===== src/rtl/id_ex_stage.sv =====
`default_nettype none
// ============================================================================
//  Module      : id_ex_stage
//  Description : ID/EX pipeline register with EX-side operand forwarding
//                (EX/MEM over MEM/WB over register file) and load-use
//                hazard detection driving a one-cycle ID/IF stall.
//  Revision    : 1.0  initial release
// ============================================================================
module id_ex_stage #(
  parameter int DATA_W = 32,
  parameter int REG_AW = 5,
  parameter int OP_W   = 4
) (
  input  logic              Clk,
  input  logic              Reset,
  input  logic              Id_valid,
  input  logic [DATA_W-1:0] Id_rs_val,
  input  logic [DATA_W-1:0] Id_rt_val,
  input  logic [DATA_W-1:0] Id_imm,
  input  logic [REG_AW-1:0] Id_rs,
  input  logic [REG_AW-1:0] Id_rt,
  input  logic [REG_AW-1:0] Id_rd,
  input  logic              Id_uses_rs,
  input  logic              Id_uses_rt,
  input  logic [OP_W-1:0]   Id_alu_op,
  input  logic              Id_alu_src,
  input  logic              Id_reg_write,
  input  logic              Id_mem_read,
  input  logic              Id_mem_write,
  input  logic              Ex_mem_reg_write,
  input  logic [REG_AW-1:0] Ex_mem_rd,
  input  logic [DATA_W-1:0] Ex_mem_result,
  input  logic              Mem_wb_reg_write,
  input  logic [REG_AW-1:0] Mem_wb_rd,
  input  logic [DATA_W-1:0] Mem_wb_result,
  input  logic              Mem_stall,
  input  logic              Flush,
  output logic [DATA_W-1:0] A_in,
  output logic [DATA_W-1:0] B_in,
  output logic [OP_W-1:0]   Alu_op,
  output logic [DATA_W-1:0] Ex_store_data,
  output logic [REG_AW-1:0] Ex_rd,
  output logic              Ex_valid,
  output logic              Ex_reg_write,
  output logic              Ex_mem_read,
  output logic              Ex_mem_write,
  output logic              Id_stall
);

  // Pipeline registers holding the instruction currently in EX.
  logic              r_valid;
  logic              r_reg_write;
  logic              r_mem_read;
  logic              r_mem_write;
  logic              r_alu_src;
  logic [OP_W-1:0]   r_alu_op;
  logic [DATA_W-1:0] r_rs_val;
  logic [DATA_W-1:0] r_rt_val;
  logic [DATA_W-1:0] r_imm;
  logic [REG_AW-1:0] r_rs;
  logic [REG_AW-1:0] r_rt;
  logic [REG_AW-1:0] r_rd;

  // Forwarded operand values.
  logic [DATA_W-1:0] w_fwd_rs;
  logic [DATA_W-1:0] w_fwd_rt;

  // Hazard terms.
  logic w_rs_hit;
  logic w_rt_hit;
  logic w_stall;

  // Load-use hazard: a load in EX whose destination is read by the
  // instruction in ID. The load result only exists after MEM, so ID must
  // wait one cycle; after the bubble the load sits in EX/MEM (then MEM/WB)
  // and ordinary forwarding supplies the value.
  always_comb begin
    w_rs_hit = Id_uses_rs && (Id_rs == r_rd);
    w_rt_hit = Id_uses_rt && (Id_rt == r_rd);
    w_stall  = !Reset && !Flush && r_valid && r_mem_read &&
               (r_rd != '0) && Id_valid && (w_rs_hit || w_rt_hit);
  end

  // Register update: reset > flush > hold > load-use bubble > load.
  // A flush wins over the hold so a killed instruction never lingers in EX.
  always_ff @(posedge Clk) begin
    if (Reset || Flush || (!Mem_stall && w_stall)) begin
      r_valid     <= 1'b0;
      r_reg_write <= 1'b0;
      r_mem_read  <= 1'b0;
      r_mem_write <= 1'b0;
      r_alu_src   <= 1'b0;
      r_alu_op    <= '0;
      r_rs_val    <= '0;
      r_rt_val    <= '0;
      r_imm       <= '0;
      r_rs        <= '0;
      r_rt        <= '0;
      r_rd        <= '0;
    end else if (!Mem_stall) begin
      r_valid     <= Id_valid;
      r_reg_write <= Id_reg_write && Id_valid;
      r_mem_read  <= Id_mem_read  && Id_valid;
      r_mem_write <= Id_mem_write && Id_valid;
      r_alu_src   <= Id_alu_src;
      r_alu_op    <= Id_alu_op;
      r_rs_val    <= Id_rs_val;
      r_rt_val    <= Id_rt_val;
      r_imm       <= Id_imm;
      r_rs        <= Id_rs;
      r_rt        <= Id_rt;
      r_rd        <= Id_rd;
    end
  end

  // Operand A forwarding: newest producer first; register 0 is never forwarded.
  always_comb begin
    w_fwd_rs = r_rs_val;
    if (r_rs != '0) begin
      if (Ex_mem_reg_write && (Ex_mem_rd == r_rs)) begin
        w_fwd_rs = Ex_mem_result;
      end else if (Mem_wb_reg_write && (Mem_wb_rd == r_rs)) begin
        w_fwd_rs = Mem_wb_result;
      end
    end
  end

  // Operand rt forwarding, shared by ALU operand B and store data.
  always_comb begin
    w_fwd_rt = r_rt_val;
    if (r_rt != '0) begin
      if (Ex_mem_reg_write && (Ex_mem_rd == r_rt)) begin
        w_fwd_rt = Ex_mem_result;
      end else if (Mem_wb_reg_write && (Mem_wb_rd == r_rt)) begin
        w_fwd_rt = Mem_wb_result;
      end
    end
  end

  // Output drive: ALU operands, store data and registered control.
  always_comb begin
    A_in          = w_fwd_rs;
    B_in          = r_alu_src ? r_imm : w_fwd_rt;
    Ex_store_data = w_fwd_rt;
    Alu_op        = r_alu_op;
    Ex_rd         = r_rd;
    Ex_valid      = r_valid;
    Ex_reg_write  = r_reg_write;
    Ex_mem_read   = r_mem_read;
    Ex_mem_write  = r_mem_write;
    Id_stall      = w_stall;
  end

endmodule
`default_nettype wire


===== config.mk =====
export PLATFORM = sky130hd
export DESIGN_NAME = id_ex_stage
export DESIGN_NICKNAME = d
export VERILOG_FILES = /design/src/rtl/id_ex_stage.sv
export SDC_FILE = /design/constraint.sdc
export NUM_CORES = 1
export LEC_CHECK = 0
export ABC_CLOCK_PERIOD_IN_PS = 3100
export BUFFER_PORTS_ARGS = -buffer_cell sky130_fd_sc_hd__clkbuf_2
export CORE_ASPECT_RATIO = 0.75
export CORE_MARGIN = 10
export CORE_UTILIZATION = 50
export DETAILED_ROUTE_END_ITERATION = 12
export HOLD_SLACK_MARGIN = 0.03
export PLACE_DENSITY = 0.85
export RECOVER_POWER = 100
export SKIP_CTS_REPAIR_TIMING = 1
export SLEW_MARGIN = 20
export SYNTH_ARGS = -nofsm -noshare
export SYNTH_HDL_FRONTEND = slang
export SYNTH_SLANG_ARGS = --single-unit
export TNS_END_PERCENT = 50

===== constraint.sdc =====
create_clock -name Clk -period 3.1 [get_ports Clk]
set_input_delay 0.31 -clock Clk [delete_from_list [all_inputs] [get_ports Clk]]
set_output_delay 0.31 -clock Clk [all_outputs]
set_load 0.01 [all_outputs]

==> results, run 1 <==
- After synthesis the netlist holds a flip-flop and latch count of 120.
- At the end of routability-driven placement, the weighted congestion stood at around 0.9.
- The family with the most delay on the worst path is simple AND/OR/NAND/NOR gates.
- In this run the remaining antenna-violating nets after routing total 0.
- The first-pass iteration count of the detailed router is 7.
- The critical path depth is 6.
- The clock tree synthesis step divided the H-tree into 4 levels.
- The sink count of the clock tree is 120.
- The first global-routing pass estimated about 42 mm of wire.
- The via count of the first global-routing pass is between 7000 and 8000.
- The final wirelength is about 27 mm.
- After detailed routing, the average wire length per cell comes to 22.5 um.
- The die covers roughly 18000 um2.
- The count of standard-cell rows is 36.
- Summed over all nets, the switching power comes to ~1100 uW.
- In this run, distinct cell masters in the synthesized netlist total 27.
- By count the netlist is led by a22o_1, dfxtp_1, clkbuf_1.
- Entering global routing, the biggest net connects 87 pins.
- The arrival time of data at the critical path endpoint is roughly 2700 ps.
- The fraction of the cycle the final worst path needs is between 90% and 100%.
- Headroom to the max-slew limit came out at a little under a third.
- Clock-pin slew was measured on the worst setup and hold paths at around 60 ps.
- The deepest clock path buffer count is 2.
- The cell count after synthesis came out at between 700 and 800.
- The proportion of netlist area held by the largest area contributor is approximately 37%.
- The worst hold path belongs to the class in -> reg.
- The worst reg2reg path depth is 6.
- Power comes to approximately 4200 uW.
- The total number of vias is between 7000 and 8000.
- Before CTS, the worst setup slack after placement is between 500 and 600 ps.
- The worst path needs a little under 3000 ps of the cycle, external delays included.
- The filler cell count is roughly 1100.
- The floorplan die width is around 150 um.
- The number of nets in the finished design is roughly 1200.
- The sequential share of power is 38.8%.
- After the first detailed-routing iteration, the DRC count stood at slightly above 800.
- Global routing consumed, over all layers together, 28.0% of the routing resources.
- The startpoint-to-endpoint class of the critical path is reg -> out.
- In this run, synthesis inferred 0 flip-flops with an integrated enable.
- Ranked by total cell area, the synthesized netlist is headed by dfxtp_1, a22o_1, mux2_2, a221o_1, o221ai_1.
- Based on the critical path, the design can be clocked at up to approximately 340 MHz.
- Compared with the post-synthesis result, the final layout area differs by 33.8%.
- The net count after synthesis is between 900 and 1000.
- The post-synthesis cell type with the largest combined area is dfxtp_1.
- The proportion of layout cells with a drive suffix above 1 is roughly 30%.
- The signal on the critical path passes through nor3_1 -> nand2_1 -> o21a_1 -> buf_4 -> o221ai_1 -> clkbuf_1.
- The clock network fraction of total power is ~46%.
- The switching part of the total power is 27.2%.
- The CTS tree is built.
- The Yosys warning count is 0.
- For this design the static power due to leakage is between 0.003 and 0.004 uW.
- The reg2reg setup slack is 360 ps.
- In this run the power density over the cells is 481 nW/um2.
- The flow ran to the end, and the final reports show no timing, DRC or antenna violations.
- The synthesized netlist occupies a cell area of ~6600 um2.
- The region available for standard cell placement spans around 13000 um2.
- In this run, CTS created clock tree buffers numbering 17.
- In the synthesized netlist the dominant register cell turns out to be dfxtp_1.
- In this run the critical register-to-register path is launched from Ex_rd[0].
- Summed over all layers, the global routing overflow is 0.
- For the worst-skew pair, the clock arrives at the later sink with an insertion delay of ~400 ps.
- The effective utilization at floorplan is between 50 and 60%.
- At the pin with the least slew margin, the transition time is about 1000 ps.
- Internal power comes to a little over 3000 uW.
- The final setup violation count is 0.
- The worst path meets setup with around 140 ps of slack.
- Max-cap violations in this run came to 0.
- The tree is rooted in a clkbuf_16.
- The sequential cell area fraction in the yosys report is between 30% and 40%.
- The share of async-settable or async-resettable flops after synthesis is 0%.
- Setup repair after global routing left no endpoint under its margin.
- Between clock sinks in the finished design, the worst skew comes to between 15 and 20 ps.
- The required time of the critical path is around 2800 ps.
- The most numerous cell in the Yosys netlist is a22o_1.
- Across the VDD grid, the largest voltage drop is about 0.00038 V.
- The startpoint of the worst setup timing path is r_rs[4].
- The most critical setup path has its endpoint at A_in[30].
- The average cell area after synthesis is 8.89 um2.
- The via density per instance is 6.16.
- The final count of pins violating max slew is 0.
- The largest single stage delay on the critical path is around 600 ps.
- After routing, the total negative slack on setup checks comes to 0 ps.
- The highest-delay cell along the critical path is nand2_1.
- The number of I/O port buffers is 311.
- The number of antenna violations at the first check in global routing came to 3.
- The end of the worst register-to-register path is r_rs_val[13].
- Once detailed placement completed, the half-perimeter wirelength came to around 20 mm.
- The hold violation count in the final report is 0.
- The logic gate share of total power is 15.3%.
- The launching element type of the critical path is a register.
- The maximum net fanout on the critical path is 26.
- The count of pins on the block boundary is 312.
- For this run, design rule violations remaining after detail routing come to 0.
- In this run the vertical extent of the chip is between 100 and 150 um.
- STA classifies the critical path endpoint as a primary output.
- The number of buffers and inverters on the critical path is 2.
-- cell families (layout without fill, tap and decap cells) --
logic type,count (synthesis),count (layout),synth area share (%)
compound gates,253,253,32.8
simple gates,159,159,12.6
buf+inv,143,433,8.44
flops,120,120,36.7
mux,32,32,5.50
xor+xnor,30,30,4.01
other cells,0,3,0
-- sequential cells by signal (all words and copies together), names as in the netlist --
register      count
r_imm            32
r_rs_val         32
r_rt_val         32
Ex_rd             5
r_rs              5
r_rt              5
Alu_op            4
Ex_mem_read       1
Ex_mem_write      1
Ex_reg_write      1
Ex_valid          1
r_alu_src         1
-- worst reg2reg max path: stages (launching register included) --
cell and delay, ps:
dfxtp_1 360, or4_1 560, nor2_1 100, nor3_1 90
a2111oi_4 360, clkbuf_4 890, a22o_1 300
-- per-layer routing --
metal	routed length, um	track usage, %	up-vias
met4	596	10.4	0
met1	10800	34.5	3507
li1	-	-	3359
met3	3330	10.5	43
met2	12300	43.7	491
met5	0	0	-
-- how the worst min path moves through the flow --
stage	from	to	slack, ps	cells after the start
2_1_floorplan	r_rs_val[0]	r_rs_val[0]	440	1
3_3_place_gp	Ex_mem_write	Ex_mem_write	450	1
3_5_place_dp	r_rs_val[29]	r_rs_val[29]	460	1
4_1_cts	Id_imm[16]	r_imm[16]	100	2
5_1_grt	Id_rs_val[0]	r_rs_val[0]	90	2
6_report	Id_imm[16]	r_imm[16]	110	2
-- metrics by stage --
stage	cells	hold WS [ps]	instance area, um2	utilization (%)
4_1_cts	1194	102	8830	68.3
5_1_grt	1201	94.9	8770	67.8
3_5_place_dp	1163	458	8260	63.9
2_1_floorplan	737	442	6550	-
3_3_place_gp	1163	448	8260	63.9
6_report	1201	109	8770	67.8
-- final cells by class --
type	count	area (um2)	area share [%]
clock inverter	11	126	1.44
inverter	65	244	2.78
multi-input combinational	474	3640	41.5
tap	171	214	2.44
sequential	120	2400	27.4
clock buffer	20	447	5.09
timing repair buffer	337	1690	19.2
antenna	3	7.51	0.0856
-- placed cells by master (no fill, tap or decap), types with 21 or more instances in the layout --
cell type  instances
clkbuf_2         239
a22o_1           149
dfxtp_1          119
clkbuf_1          75
inv_1             65
nand2_1           42
nand4_1           37
nor3_1            35
o221ai_1          32
nand2b_1          32
a21oi_1           32
a221o_1           32
mux2_1            28
xnor2_1           26
buf_4             21
-- power by group through the flow --
| stage | clock network (uW) | logic, uW | registers, uW |
|---|---|---|---|
| floorplan | 0 | 337 | 1660 |
| global placement | 0 | 636 | 1670 |
| detailed placement | 0 | 646 | 1670 |
| CTS | 1960 | 650 | 1630 |
| global route | 2040 | 696 | 1640 |
| finish | 1930 | 646 | 1640 |
(Power assumes the default switching activity.)
==> run 2: changes to the inputs <==
Settings changed: CORE_ASPECT_RATIO 0.75 to 2.
==> run 2 against run 1 <==
- utilization fell by 0.79 points
- hold slack improved by 4.0 ps
- sequential power barely moved
- register-to-register slack got worse by 40 ps
- die area rose by 1.3%
- sequential share of layout area rose by 0.34 points
- combinational power fell by 1%
- global-route usage rose by 0.59 points
- non-clock buffer count fell by 5
- critical path type unchanged
==> results, run 2 (synthesis gave the netlist of run 1 again) <==
- At the worst endpoint, the required time is around 2800 ps.
- The final setup violation count is 0.
- Walking the worst path, the cells encountered are xnor2_1 -> nand4_1 -> o22ai_1 -> buf_4 -> nand2_1 -> clkbuf_4 -> a22o_1 -> clkbuf_1.
- The total area inside the core boundary comes to approximately 13000 um2.
- For this design the top-level I/O count stands at about 310.
- The first routing iteration left approximately 640 violations.
- Clock-pin slew was measured on the worst setup and hold paths at about 60 ps.
- The worst reg2reg path depth is 6.
- The final count of pins violating max slew is 0.
- The number of clock buffers added by TritonCTS is 17.
- The element type at the critical path end is a primary output.
- The routability congestion estimate is 0.936.
- In the final layout, flip-flops and latches occupy ~2400 um2.
- The deepest clock path buffer count is 2.
- The number of I/O port buffers is between 300 and 400.
- The time the final worst path needs with I/O delays and setup is roughly 2900 ps.
- Leaving out fill and tap cells, the most frequent cells in the layout are clkbuf_2, a22o_1, dfxtp_1.
- The effective utilization at floorplan is between 50% and 60%.
- At the end of the flow, the number of nets in the layout was roughly 1200.
- The via density per instance is roughly 6.3.
- The HPWL after detailed placement is around 20 mm.
- Of all nets on the critical path, the largest fanout is 20.
- Detailed routing inserted a total of between 7000 and 8000 vias.
- The run finished with clean final reports.
- In the final layout, the registers with the most flip-flops are r_imm: 32 flops, r_rs_val: 32 flops, r_rt_val: 32 flops.
- After layout, the worst path uses between 90% and 100% of the clock period.
- Counting both buffers and inverters, the worst setup path holds a total of 3.
- Cells with a size suffix above 1 make up between 20 and 30% of the layout.
- The family with the most delay on the worst path is buffers and inverters.
- Clock skew on the completed layout was measured at approximately 13 ps.
- The die covers 18400 um2.
- The average detailed-routed wire length per instance is around 23 um.
- Data arrives at the worst endpoint at 2600 ps.
- The critical path depth is 8.
- The highest-delay cell along the critical path is dfxtp_1.
- From synthesis to final layout, the design area changed by 32.1%.
- The final routed DRC violation total is 0.
- The setup path with the least slack is of type reg -> out.
- The wire length of the first global-routing pass is 42.2 mm.
- The most common library cell in the layout ignoring fill and taps is clkbuf_2.
- The peak supply drop is roughly 0.00040 V.
- Measured along the y axis, the die boundary spans 182 um.
- The H-tree was split into 4 levels.
- The hold violation count in the final report was 0.
- The largest net degree at the start of global routing is 66.
- The filler cells instantiated in the layout total ~1100.
- The total routing resource utilization after global routing is between 20 and 30%.
- Global routing finished with a remaining overflow of 0.
- Headroom to the max-slew limit came out at 25.2%.
- The maximum clock frequency is around 340 MHz.
- The number of instances in the placed design is ~1100.
- For this design the static power due to leakage is slightly below 0.004 uW.
- The CTS tree is built.
- The final instance count without filler cells is between 1000 and 1500.
- Summing all multi-input logic gate instances after layout gives roughly 3600 um2.
- Before antenna repair, the detailed router went through 5 iterations.
- The actual slew at the worst max-slew pin is ~1100 ps.
- The min-delay analysis places its worst path in the category in -> reg.
- In this run the horizontal extent of the chip is 101 um.
- The insertion delay to the later sink of the worst-skew pair is slightly above 400 ps.
- The number of antenna violations at the first check in global routing is 3.
- The maximum single-stage delay on the critical path is about 450 ps.
- The number of cells on the worst hold path is 2.
- The final wirelength is 27.5 mm.
- The power density over the cells is approximately 480 nW/um2.
- The via count of the first global-routing pass is roughly 8000.
- The sink count of the clock tree is 120.
- The clock root buffer is clkbuf_16.
- Setup repair after global routing left no endpoint under its margin.
- The count of standard-cell rows is slightly below 60.
- The setup TNS is 0 ps.
- Max-cap violations in this run came to 0.
- The launching element type of the critical path is a register.
- In this run the remaining antenna-violating nets after routing total 0.
## run 2: cell count changes in the layout (fill, tap and decap cells not counted), sizes merged
| cell | before | now |
|---|---|---|
| inv | 65 | 66 |
| clkinv | 5 | 7 |
| clkbuf | 333 | 336 |
| bufinv | 2 | 1 |
| buf | 24 | 17 |
| clkinvlp | 4 | 2 |
## run 2: path summary, 6_finish.rpt
| kind | start | end | slack (ps) |
|---|---|---|---|
| min reg2reg | Ex_reg_write | Ex_reg_write | 470 |
| max reg2reg | Ex_rd[0] | r_rt_val[5] | 320 |
| min | Id_rt_val[28] | r_rt_val[28] | 110 |
| max | r_rt[1] | Ex_store_data[23] | 190 |
## run 2: worst reg2reg max path: cells and delay by family (launching register included)
kind,cells,cell delay [ps]
compound gates,2,680
buf+inv,1,890
flops,1,380
simple gates,3,770
## run 2: power by group
| part | switching [uW] | internal, uW | total (uW) |
|---|---|---|---|
| clock network | 726 | 1120 | 1850 |
| logic | 370 | 268 | 638 |
| registers | 42.7 | 1590 | 1640 |
| total | 1140 | 2990 | 4130 |
## run 2: area by class of cell
class	count	share of cell area, %
antenna	3	0.0867
clock buffer	21	5.20
clock inverter	11	1.16
inverter	65	2.82
multi-input combinational	474	41.8
sequential	120	27.8
tap	152	2.20
timing repair buffer	332	19.0
## run 2: through the flow
step	util (%)	hold slack (ps)	cell area [um2]	total power, uW	setup slack, ps
global route	67.0	106	8660	4280	45.5
floorplan	-	442	6550	1990	828
detailed placement	63.8	456	8240	2310	587
finish	67.0	113	8660	4130	193
global placement	63.8	449	8240	2300	624
CTS	68.0	104	8790	4150	163
## run 2: per-layer routing
metal  vias up  global-route usage (%)  routed length, um  part of all wire [%]
met4         0                    17.2               1630                   5.9
li1       3332                       -                  -                     -
met2       505                    48.6              13900                    51
met1      3511                    30.7               9450                    34
met3       123                    6.81               2450                   8.9
met5         -                       0                  0                     0
==> run 3: changes to the inputs <==
Settings changed: ABC_AREA set to 1, PLACE_DENSITY 0.85 to 0.83.
==> run 3 against run 2 <==
- the flow now finishes with violations (max-capacitance violations, max-slew violations)
- non-clock buffer count down 6
- sequential share of layout area down 2.2 points
- combinational power up 13%
- sequential power about the same
- hold slack better by 4.4 ps
- critical path depth unchanged
- register-to-register slack better by 160 ps
- highest routed layer is now met5
==> results, run 3 <==
- The actual slew at the worst max-slew pin is roughly 1600 ps.
- The overall power consumption is 4410 uW.
- The residual antenna-violating net count after detailed routing is 0.
- Sequential elements use around 33% of the synthesized area.
- Setup repair after global routing left no endpoint under its margin.
- The synthesized instance count is approximately 1100.
- The final wirelength is 29.4 mm.
- In this run the register-to-register setup slack is approximately 480 ps.
- The number of flops mapped to enable cells by yosys is 0.
- The largest single stage delay on the critical path is 470 ps.
- The element type at the critical path end is a primary output.
- The Yosys step of the flow raised 0 warnings.
- The most numerous cell in the Yosys netlist is nor2_1.
- Port buffering added about 310 buffers.
- Clock latency on the worst-skew pair, taken at its later pin, is 440 ps.
- Walking the worst path, the cells encountered are nand2_1 -> a21oi_1 -> nand3_2 -> nand2_2 -> clkbuf_4 -> a21oi_1 -> nor2_1 -> clkbuf_1.
- The fraction of the cycle the final worst path needs is about 94%.
- Dividing the detail-routed wire length by the instance count gives roughly 18 um.
- The clock net in this run drives a total of 120 sinks.
- The effective utilization at floorplan is about 51%.
- The filler cell count is 1401.
- The post-synthesis cell type with the largest combined area is dfxtp_1.
- Synthesis instantiated 32 different standard cells from the library.
- The peak supply drop is roughly 0.00042 V.
- The netlist area before placement is between 7000 and 8000 um2.
- For this run, the detailed router's first-pass iteration total came to 6.
- The routability congestion estimate is 0.989.
- After legalization and detailed placement, the total HPWL measured roughly 23 mm.
- The worst reg2reg path depth is 8.
- The count of pins on the block boundary is about 310.
- Setup violations remaining at the end of the flow were counted as 0.
- The launching element type of the critical path is a register.
- The hold violation count in the final report was 0.
- The flow ran to the end, but the final reports show violations.
- The final global-route overflow total is 0.
- The via count of the first global-routing pass was 8411.
- The setup path with the least slack is of type reg -> out.
- The longest clock path from root to sink contains 2 buffers.
- Sorting the synthesized cells by how often they occur yields nor2_1, nand2_1, dfxtp_1.
- The post-route netlist has 21.1% of its cells at a drive strength greater than 1.
- The floorplan step defined a die boundary enclosing around 20000 um2.
- After the flow finishes, the layout carries non-filler instances totaling around 1600.
- Global routing consumed, over all layers together, between 20 and 30% of the routing resources.
- Setup total negative slack on the finished layout was measured at 0 ps.
- In the final design database the tool counted 1597 nets.
- The wire length of the first global-routing pass is about 45 mm.
- OpenSTA, run right after detailed placement, puts the worst setup slack at 517 ps.
- The floorplan die width is 106 um.
- Of all flip-flops after synthesis, the portion carrying an async set or reset was 0%.
- The via density per instance is between 5 and 6.
- The tree is rooted in a clkbuf_16.
- In the layout the commonest cells are nor2_1, nand2_1, clkbuf_2.
- The number of levels in the clock H-tree is 4.
- Along the worst hold path, the cell count comes to 3.
- After the first detailed-routing iteration, the DRC count stood at around 440.
- For this design the ratio of total power to cell area is ~470 nW/um2.
- The required time of the critical path is 2790 ps.
- The number of maximum-capacitance constraint violations is 1.
- The die is between 150 and 200 um tall.
- The leakage component of the power is 0.00486 uW.
- The number of nets in the synthesized netlist is 1320.
- The worst hold path begins at Id_rt_val[0].
- The total number of vias is 8313.
- The most common library cell in the layout ignoring fill and taps is nor2_1.
- For this design, the slowest cell found on the critical path is dfxtp_1.
- The number of antenna violations at the first check in global routing was 1.
- The minimum setup slack in the final design is around 190 ps.
- The commonest register cell after synthesis is dfxtp_1.
- The average cell area after synthesis is 6.59 um2.
- The family with the most delay on the worst path is simple AND/OR/NAND/NOR gates.
- The tightest slew margin relative to the limit is -4.57%.
- TritonCTS built the clock tree.
- The end of the worst register-to-register path is r_rs_val[1].
- The count of standard-cell rows is just over 60.
- For hold timing, the worst endpoint is r_rt_val[0].
- The worst hold path class is in -> reg.
- The area growth from synthesis to layout is 27.8%.
- TritonCTS created 17 clock buffers.
- The startpoint of the worst register-to-register path is Ex_rd[3].
- The largest registers in the layout are r_imm: 32 flops, r_rs_val: 32 flops, r_rt_val: 32 flops.
- The final count of pins violating max slew is 75.
- The flip-flop and latch count after synthesis is 120.
- The largest clock skew in the final design is roughly 8.8 ps.
- Clock-pin slew was measured on the worst setup and hold paths at ~60 ps.
- The maximum net fanout on the critical path is 32.
- The worst path in the final design needs a cycle of just under 3000 ps, including I/O delays and setup.
- The core region is about 14000 um2.
- The largest net degree at the start of global routing is 75.
- Together, buffers and inverters on the worst path number 2.
- The final hold slack is around 120 ps.
- The final routed DRC violation total is 0.
- Sorting the synthesized cells by area gives the leading types as dfxtp_1, nor2_1, mux2i_1, nand2_1, inv_1.
- The cell that appears most often on the critical path is a21oi_1.
- After detailed placement, the design holds a cell count of 1568.
- Static timing analysis puts the maximum clock frequency at between 300 and 400 MHz.
- The final reports fail on max-capacitance violations, max-slew violations.
- Summed over its instances, the top area cell type makes up between 30% and 40% of the synthesized netlist area.
- The arrival time of data at the critical path endpoint is 2600 ps.
-- run 3: changes by cell type after synthesis, moves of 35 or more --
cell | previous run | this run
nand2_1 | 43 | 244
nand4_1 | 37 | 2
clkbuf_1 | 68 | 18
nor2_1 | 7 | 319
a22o_1 | 149 | 0
mux2i_1 | 0 | 113
-- run 3: cells by family after synthesis --
kind of cell,count (synthesis),share of synthesized area (%)
mux,113,15.4
compound gates,94,6.68
flops,120,32.6
buf+inv,142,9.36
simple gates,644,35.4
xor+xnor,5,0.595
-- run 3: worst min-delay path: cells and delay by family --
family	cells	cell delay, ps
AND/OR/NAND/NOR	1	80
buffers and inverters	1	70
multiplexers	1	50
-- run 3: through the flow --
stage               area [um2]  util, %
floorplan                 7360        -
global placement          8940     62.0
detailed placement        8940     62.0
CTS                       9540     66.1
global route              9400     65.1
finish                    9410     65.2
-- run 3: report_power, final --
group / leakage, uW / internal [uW] / total [uW] / switching, uW
logic: 0.00360 / 292 / 721 / 428
clock network: 0.000283 / 1270 / 2060 / 792
registers: 0.000978 / 1590 / 1630 / 33.5
-- run 3: how the worst max path moves through the flow --
stage | slack, ps | depth (start not counted) | start | to
2_1_floorplan | 1420 | 12 | r_rt[0] | B_in[0]
3_3_place_gp | 550 | 8 | r_rt[4] | B_in[15]
3_5_place_dp | 520 | 8 | r_rt[0] | B_in[15]
4_1_cts | 50 | 8 | r_rt[0] | B_in[15]
5_1_grt | 40 | 12 | r_rs[2] | A_in[19]
6_report | 190 | 8 | r_rs[3] | A_in[9]
-- run 3: per-layer routing --
metal / GRT usage [%] / wire length [um] / part of all wire, %
met5: 0 / 13 / 0.044
met4: 18.1 / 1690 / 5.7
met3: 8.63 / 2440 / 8.3
met2: 48.4 / 14800 / 50
met1: 28.7 / 10500 / 36
-- run 3: final cells by class --
class                   instances  area, um2  share of cell area [%]
clock buffers                  18        429                    4.56
well taps                     192        240                    2.55
repair buffers                326       1610                    17.1
clock inverters                14        174                    1.85
multi-input cells             856       4270                    45.4
flip-flops and latches        120       2400                    25.5
inverters                      74        278                    2.95
diodes                          3       7.51                  0.0798
